$ cat src/rtl/pong_game_ctrl_if.sv
// Ball-side bus of the pong game controller: ball control outputs, collision flag, lives and score.
interface pong_game_ctrl_if;
    logic [3:0]  game_over_flag;
    logic [3:0]  game_state;
    logic [31:0] ball_time_const;
    logic [1:0]  lives;
    logic [15:0] score;

    modport master (
        input  game_over_flag,
        output game_state,
        output ball_time_const,
        output lives,
        output score
    );

    modport slave (
        output game_over_flag,
        input  game_state,
        input  ball_time_const,
        input  lives,
        input  score
    );
endinterface

$ cat src/rtl/pong_game_ctrl.sv
// Pong game sequencer: start key, serve countdown, lives, survival score.
// Optional speed ramp during PLAY is built when GAME_CTRL_SPEED_RAMP_EN is defined.
module pong_game_ctrl #(
    parameter int CLKS_PER_MS     = 50000,
    parameter int SERVE_MS        = 1500,
    parameter int HIT_MS          = 500,
    parameter int RAMP_MS         = 5000,
    parameter int TIME_CONST_INIT = 1000,
    parameter int TIME_CONST_MIN  = 250,
    parameter int TIME_CONST_STEP = 50,
    parameter int LIVES_INIT      = 3
) (
    input  logic            CLOCK_50,
    input  logic            reset,
    input  logic            key_start,
    pong_game_ctrl_if.master bus
);

    typedef enum logic [3:0] {
        PLAY  = 4'd0,
        IDLE  = 4'd1,
        SERVE = 4'd2,
        HIT   = 4'd3,
        OVER  = 4'd4
    } state_t;

    if (LIVES_INIT < 1 || LIVES_INIT > 3 || CLKS_PER_MS < 1 || SERVE_MS < 1 || HIT_MS < 1 ||
        RAMP_MS < 1 || TIME_CONST_STEP < 0 || TIME_CONST_MIN > TIME_CONST_INIT) begin : g_bad_params
        $error("pong_game_ctrl: inconsistent parameters");
    end

    function automatic logic [15:0] sat_inc(input logic [15:0] v);
        return (v == 16'hFFFF) ? v : v + 16'd1;
    endfunction

    state_t      state, state_nxt;
    logic        key_p0, key_p1, key_p2;
    logic        start_pulse;
    logic        game_start;
    logic        flag_hit;
    logic        ms_tick;
    logic        sec_evt;
    logic [31:0] presc;
    logic [31:0] timer;
    logic [1:0]  lives;
    logic [15:0] score;
    logic        unused_flag_bits;

    assign unused_flag_bits = &{1'b0, bus.game_over_flag[3:1]};

    // Key is active-low; a falling edge after the two-flop synchronizer is a press.
    assign start_pulse = key_p2 & ~key_p1;
    assign ms_tick     = (presc == 32'(CLKS_PER_MS - 1));
    assign flag_hit    = (state == PLAY) && bus.game_over_flag[0];
    assign sec_evt     = (state == PLAY) && ms_tick && !bus.game_over_flag[0] && (timer == 32'd999);

    always_comb begin
        state_nxt  = state;
        game_start = 1'b0;
        case (state)
            IDLE, OVER: begin
                if (start_pulse) begin
                    state_nxt  = SERVE;
                    game_start = 1'b1;
                end
            end
            SERVE: if (ms_tick && timer == 32'(SERVE_MS - 1)) state_nxt = PLAY;
            PLAY:  if (bus.game_over_flag[0]) state_nxt = HIT;
            HIT:   if (ms_tick && timer == 32'(HIT_MS - 1)) state_nxt = (lives == 2'd0) ? OVER : SERVE;
            default: state_nxt = IDLE;
        endcase
    end

    always_ff @(posedge CLOCK_50 or negedge reset) begin
        if (!reset) begin
            state  <= IDLE;
            key_p0 <= 1'b1;
            key_p1 <= 1'b1;
            key_p2 <= 1'b1;
            presc  <= '0;
            timer  <= '0;
            lives  <= '0;
            score  <= '0;
        end else begin
            key_p0 <= key_start;
            key_p1 <= key_p0;
            key_p2 <= key_p1;
            state  <= state_nxt;
            // Timebase restarts on every transition so each state lasts exactly N ms.
            if (state_nxt != state) begin
                presc <= '0;
                timer <= '0;
            end else begin
                presc <= ms_tick ? '0 : presc + 32'd1;
                if (ms_tick)
                    timer <= (state == PLAY && timer == 32'd999) ? '0 : timer + 32'd1;
            end
            if (game_start) begin
                lives <= 2'(LIVES_INIT);
                score <= '0;
            end else if (flag_hit) begin
                lives <= (lives == 2'd0) ? 2'd0 : lives - 2'd1;
            end else if (sec_evt) begin
                score <= sat_inc(score);
            end
        end
    end

`ifdef GAME_CTRL_SPEED_RAMP_EN
    function automatic logic [31:0] ramp_step(input logic [31:0] tc);
        return (tc < 32'(TIME_CONST_MIN + TIME_CONST_STEP)) ? 32'(TIME_CONST_MIN)
                                                          : tc - 32'(TIME_CONST_STEP);
    endfunction

    logic [31:0] ramp_cnt;
    logic [31:0] time_const;

    // Ramp counter only advances on PLAY ticks without a collision; it survives SERVE/HIT.
    always_ff @(posedge CLOCK_50 or negedge reset) begin
        if (!reset) begin
            ramp_cnt   <= '0;
            time_const <= 32'(TIME_CONST_INIT);
        end else if (game_start) begin
            ramp_cnt   <= '0;
            time_const <= 32'(TIME_CONST_INIT);
        end else if (state == PLAY && ms_tick && !bus.game_over_flag[0]) begin
            if (ramp_cnt == 32'(RAMP_MS - 1)) begin
                ramp_cnt   <= '0;
                time_const <= ramp_step(time_const);
            end else begin
                ramp_cnt <= ramp_cnt + 32'd1;
            end
        end
    end

    assign bus.ball_time_const = time_const;
`else
    assign bus.ball_time_const = 32'(TIME_CONST_INIT);
`endif

    assign bus.game_state = state;
    assign bus.lives      = lives;
    assign bus.score      = score;

endmodule

$ cat src/flat_wrapper.sv
// flat-port wrapper written by rule: the top's interface ports become plain ports
module pong_game_ctrl_flat 
#(
    parameter int CLKS_PER_MS     = 50000,
    parameter int SERVE_MS        = 1500,
    parameter int HIT_MS          = 500,
    parameter int RAMP_MS         = 5000,
    parameter int TIME_CONST_INIT = 1000,
    parameter int TIME_CONST_MIN  = 250,
    parameter int TIME_CONST_STEP = 50,
    parameter int LIVES_INIT      = 3
)
  (CLOCK_50, reset, key_start, bus_game_over_flag, bus_game_state, bus_ball_time_const, bus_lives, bus_score);
  pong_game_ctrl_if bus_i ();
  input  logic CLOCK_50;
  input  logic reset;
  input  logic key_start;
  input wire logic [$bits(bus_i.game_over_flag)-1:0] bus_game_over_flag;
  output wire logic [$bits(bus_i.game_state)-1:0] bus_game_state;
  output wire logic [$bits(bus_i.ball_time_const)-1:0] bus_ball_time_const;
  output wire logic [$bits(bus_i.lives)-1:0] bus_lives;
  output wire logic [$bits(bus_i.score)-1:0] bus_score;
  assign bus_i.game_over_flag = bus_game_over_flag;
  assign bus_game_state = bus_i.game_state;
  assign bus_ball_time_const = bus_i.ball_time_const;
  assign bus_lives = bus_i.lives;
  assign bus_score = bus_i.score;
  pong_game_ctrl #(.CLKS_PER_MS(CLKS_PER_MS), .SERVE_MS(SERVE_MS), .HIT_MS(HIT_MS), .RAMP_MS(RAMP_MS), .TIME_CONST_INIT(TIME_CONST_INIT), .TIME_CONST_MIN(TIME_CONST_MIN), .TIME_CONST_STEP(TIME_CONST_STEP), .LIVES_INIT(LIVES_INIT)) u_core (.CLOCK_50(CLOCK_50), .reset(reset), .key_start(key_start), .bus(bus_i));
endmodule
$ cat config.mk
export PLATFORM = sky130hd
export DESIGN_NAME = pong_game_ctrl_flat
export DESIGN_NICKNAME = d
export VERILOG_FILES = /design/src/rtl/pong_game_ctrl_if.sv /design/src/rtl/pong_game_ctrl.sv /design/src/flat_wrapper.sv
export SDC_FILE = /design/constraint.sdc
export NUM_CORES = 1
export LEC_CHECK = 0
export BUFFER_PORTS_ARGS = -buffer_cell sky130_fd_sc_hd__buf_2
export CAP_MARGIN = 25
export CORE_UTILIZATION = 45
export DETAILED_ROUTE_END_ITERATION = 10
export GPL_ROUTABILITY_DRIVEN = 0
export PLACE_DENSITY_LB_ADDON = 0.15
export SLEW_MARGIN = 20
export SYNTH_ARGS = -nofsm -noshare
export SYNTH_HDL_FRONTEND = slang
export SYNTH_SLANG_ARGS = --single-unit
$ cat constraint.sdc
create_clock -name CLOCK_50 -period 2.85 [get_ports CLOCK_50]
set_clock_uncertainty 0.1 [all_clocks]
set_input_delay 0.7125 -clock CLOCK_50 [delete_from_list [all_inputs] [get_ports CLOCK_50]]
set_output_delay 0.7125 -clock CLOCK_50 [all_outputs]
set_load 0.1 [all_outputs]
==> results_dict.tcl <==
set metrics [dict create \
    post-route-min-period_ns 2.61 \
    tns_ns 0 \
    maxCapViolations 0 \
    finalMaxSlewViolations 0 \
    io-pin-count 61 \
    synth_top_family_by_area "simple AND/OR/NAND/NOR gates" \
    worst-slew-pin-transition_ns 0.693 \
    finalCritPeriodShare_pct 91.7 \
    cp_slowest_cell "nor4_4" \
    power_density_mw_per_mm2 544 \
    portBuffers 25 \
    yosysTopAreaCell "dfrtp_1" \
    hold_viol 0 \
    synthArstFlopShare_pct 100 \
    dpl.hpwl_microns 7640 \
    slowest_delay_ns 0.48 \
    drc 0 \
    viasPerCell 5.47 \
    yosysUniqueCellTypes 50 \
    p_seq_share_pct 42.7 \
    fmax_ghz 0.383 \
    die_h_microns 109 \
    synthCells 560 \
    hold_path.class "in -> async" \
    crit_type "reg -> reg" \
    cts_tree "built" \
    grt_pass1_wl_microns 19000 \
    fin_nets 603 \
    clkPwrFrac_pct 39.5 \
    synth_area_sq_mm 0.00513 \
    layout_common_cells "dfrtp_1 (85), nor2_1 (71), xor2_1 (43), nand2_1 (42), conb_1 (33)" \
    synth_compound_area_share_pct 5.61 \
    cts_inserted_buffers 9 \
    first_global_vias 3961 \
    p_comb_share_pct 17.8 \
    synth-simple-area-share_pct 31.7 \
    clock-sinks 89 \
    worst-path-buf-inv 0 \
    num_vias 4034 \
    grt_max_degree 39 \
    ant_nets 0 \
    antenna_found_initial 0 \
    p_int_mw 2.12 \
    synth_ff_type "dfrtp_1" \
    drtPass1Iterations 5 \
    power.share.switching_pct 31.8 \
    cp_cell_sequence "nor4_1 > nand4_1 > nor4_4 > nand4_1 > or3_1 > a21oi_1" \
    die_w_microns 109 \
    antenna_cells 0 \
    rsz0062_at_grt "no" \
    synthAdderAreaFrac_pct 0.732 \
    setup_viol 0 \
    synthXorXnorAreaFrac_pct 10.8 \
    synth.avg_cell_area_sq_um 9.16 \
    worstSkewPairLatency_ns 0.35 \
    die_area_sq_mm 0.0118 \
    ys_ff_latch 89 \
    clockRootBuffer "clkbuf_16" \
    ir_worst_vdd_uv 308 \
    switchingPower_uw 989 \
    crit_required_ns 3.03 \
    gr-total-overflow 0 \
    crit_path_start_kind "flip-flop" \
    grt_usage_pct 20.6 \
    core_area_sq_mm 0.0110 \
    hold_buffers 0 \
    start_util_pct 46.7 \
    final_common_cell "dfrtp_1" \
    power_mw 3.11 \
    routed_wl_microns 11000 \
    synth_seq_area_share_pct 43.5 \
    synth_edf_count 0 \
    area_growth_pct 11.5 \
    endpoint_kind "flip-flop" \
    cts_buffer_depth 2 \
    rows 38 \
    htreeDepth 3 \
    first_iter_violations 299 \
    synth_top_area_share_pct 41.5 \
    post_route_cells_drive_above_1_share_pct 14.5 \
    synth.area.top_cells "dfrtp_1 (41%), xor2_1 (7.3%), nor2_1 (5.2%), buf_4 (4.8%), xnor2_1 (3.4%)" \
    path_delay_family "simple AND/OR/NAND/NOR gates" \
    outcome "finished clean" \
    yosys_warnings 0 \
    cpMostUsedCell "nand4_1" \
    synth_mux_area_share_pct 0.195 \
    wl_per_cell_microns 14.9 \
    clkSlewWorstSetupHoldPaths_ns 0.06 \
    worstPathArrival_ns 2.79 \
    hold_ws_ns 0.223 \
    critPathMaxFanout 6 \
    p_leak_nw 2.43 \
    slew_headroom_pct 53.5 \
]
==> path summary, 6_finish.rpt <==
kind                                         startpoint                               end  slack, ns  depth (start not counted)
hold reg to reg                 u_core.key_p0$_DFF_PN1_           u_core.key_p1$_DFF_PN1_       0.25                          0
max in group asynchronous                         reset      u_core.timer[27]$_DFFE_PN0P_       1.80                          2
min in group CLOCK_50           u_core.key_p0$_DFF_PN1_           u_core.key_p1$_DFF_PN1_       0.25                          0
setup / recovery           u_core.timer[24]$_DFFE_PN0P_  u_core.bus.score[11]$_DFFE_PN0P_       0.24                          6
setup reg to reg           u_core.timer[24]$_DFFE_PN0P_  u_core.bus.score[11]$_DFFE_PN0P_       0.24                          6
hold / removal                                    reset        u_core.presc[30]$_DFF_PN0_       0.22                          1
==> per-layer routing <==
metal | track usage (%) | up-vias | wire length [microns]
met4 | 10.0 | 0 | 235
li1 | - | 1971 | -
met5 | 0 | - | 0
met2 | 33.9 | 92 | 5300
met1 | 26.6 | 1950 | 5090
met3 | 3.05 | 21 | 349
==> registers in the layout, summed over array words and instances, names as in the netlist <==
register	count
u_core.key_p2	1
u_core.bus.lives	2
u_core.timer	32
u_core.bus.game_state	4
u_core.bus.score	16
u_core.key_p1	1
u_core.presc	32
u_core.key_p0	1
==> final cells by class <==
| class | instances | area (sq um) |
|---|---|---|
| Inverter | 9 | 33.8 |
| Clock buffer | 14 | 274 |
| Multi-Input combinational cell | 438 | 2660 |
| Clock inverter | 2 | 35.0 |
| Fill cell | 1008 | 5260 |
| Tap cell | 140 | 175 |
| Sequential cell | 89 | 2230 |
| Timing Repair Buffer | 46 | 310 |
==> synth_stat cells, drive strengths merged (2+ instances only) <==
| cell type | number |
|---|---|
| clkbuf | 11 |
| nand3b | 2 |
| buf | 44 |
| dfrtp | 85 |
| o211ai | 3 |
| nand3 | 33 |
| nand2b | 4 |
| inv | 9 |
| o21ai | 14 |
| nand4 | 30 |
| nor4 | 22 |
| nor4b | 6 |
| or3 | 10 |
| conb | 2 |
| nand2 | 42 |
| and2 | 6 |
| xnor2 | 20 |
| or2 | 2 |
| and4 | 4 |
| o31ai | 3 |
| xor2 | 43 |
| a21oi | 22 |
| nor3 | 35 |
| and3 | 14 |
| a31oi | 3 |
| or4 | 4 |
| dfstp | 4 |
| nor2 | 72 |
| ha | 3 |
==> power groups by stage <==
stage | combinational (mW) | sequential (mW) | clock, mW
after floorplan | 0.346 | 1.49 | 0
after global placement | 0.554 | 1.35 | 0
after detailed placement | 0.559 | 1.35 | 0
after CTS | 0.561 | 1.33 | 1.26
after global routing | 0.591 | 1.33 | 1.32
final | 0.554 | 1.33 | 1.23
==> logic make-up (layout without fill, tap and decap cells) <==
kind of cell	Yosys count	count (layout)
simple gates	289	289
flops	89	89
buf+inv	64	71
xor+xnor	63	63
compound gates	49	49
fa+ha+maj	3	3
other cells	2	33
mux	1	1
==> through the flow <==
step	instances	cell area (sq um)	util [%]	worst slack, ns
after detailed placement	719	5370	48.9	0.157
final	738	5720	52.1	0.238
after global routing	738	5720	52.1	0.0748
after floorplan	591	5250	-	0.0668
after global placement	719	5370	48.9	0.263
after CTS	735	5680	51.7	0.134
==> timing repair <==
| action | 4_1_cts | 5_1_grt |
|---|---|---|
| resized for setup | 0 | 3 |
| setup endpoints to repair | 0 | 6 |
| hold endpoints to repair | 0 | 0 |
| setup buffers | 0 | 3 |
(Power assumes the default switching activity.)
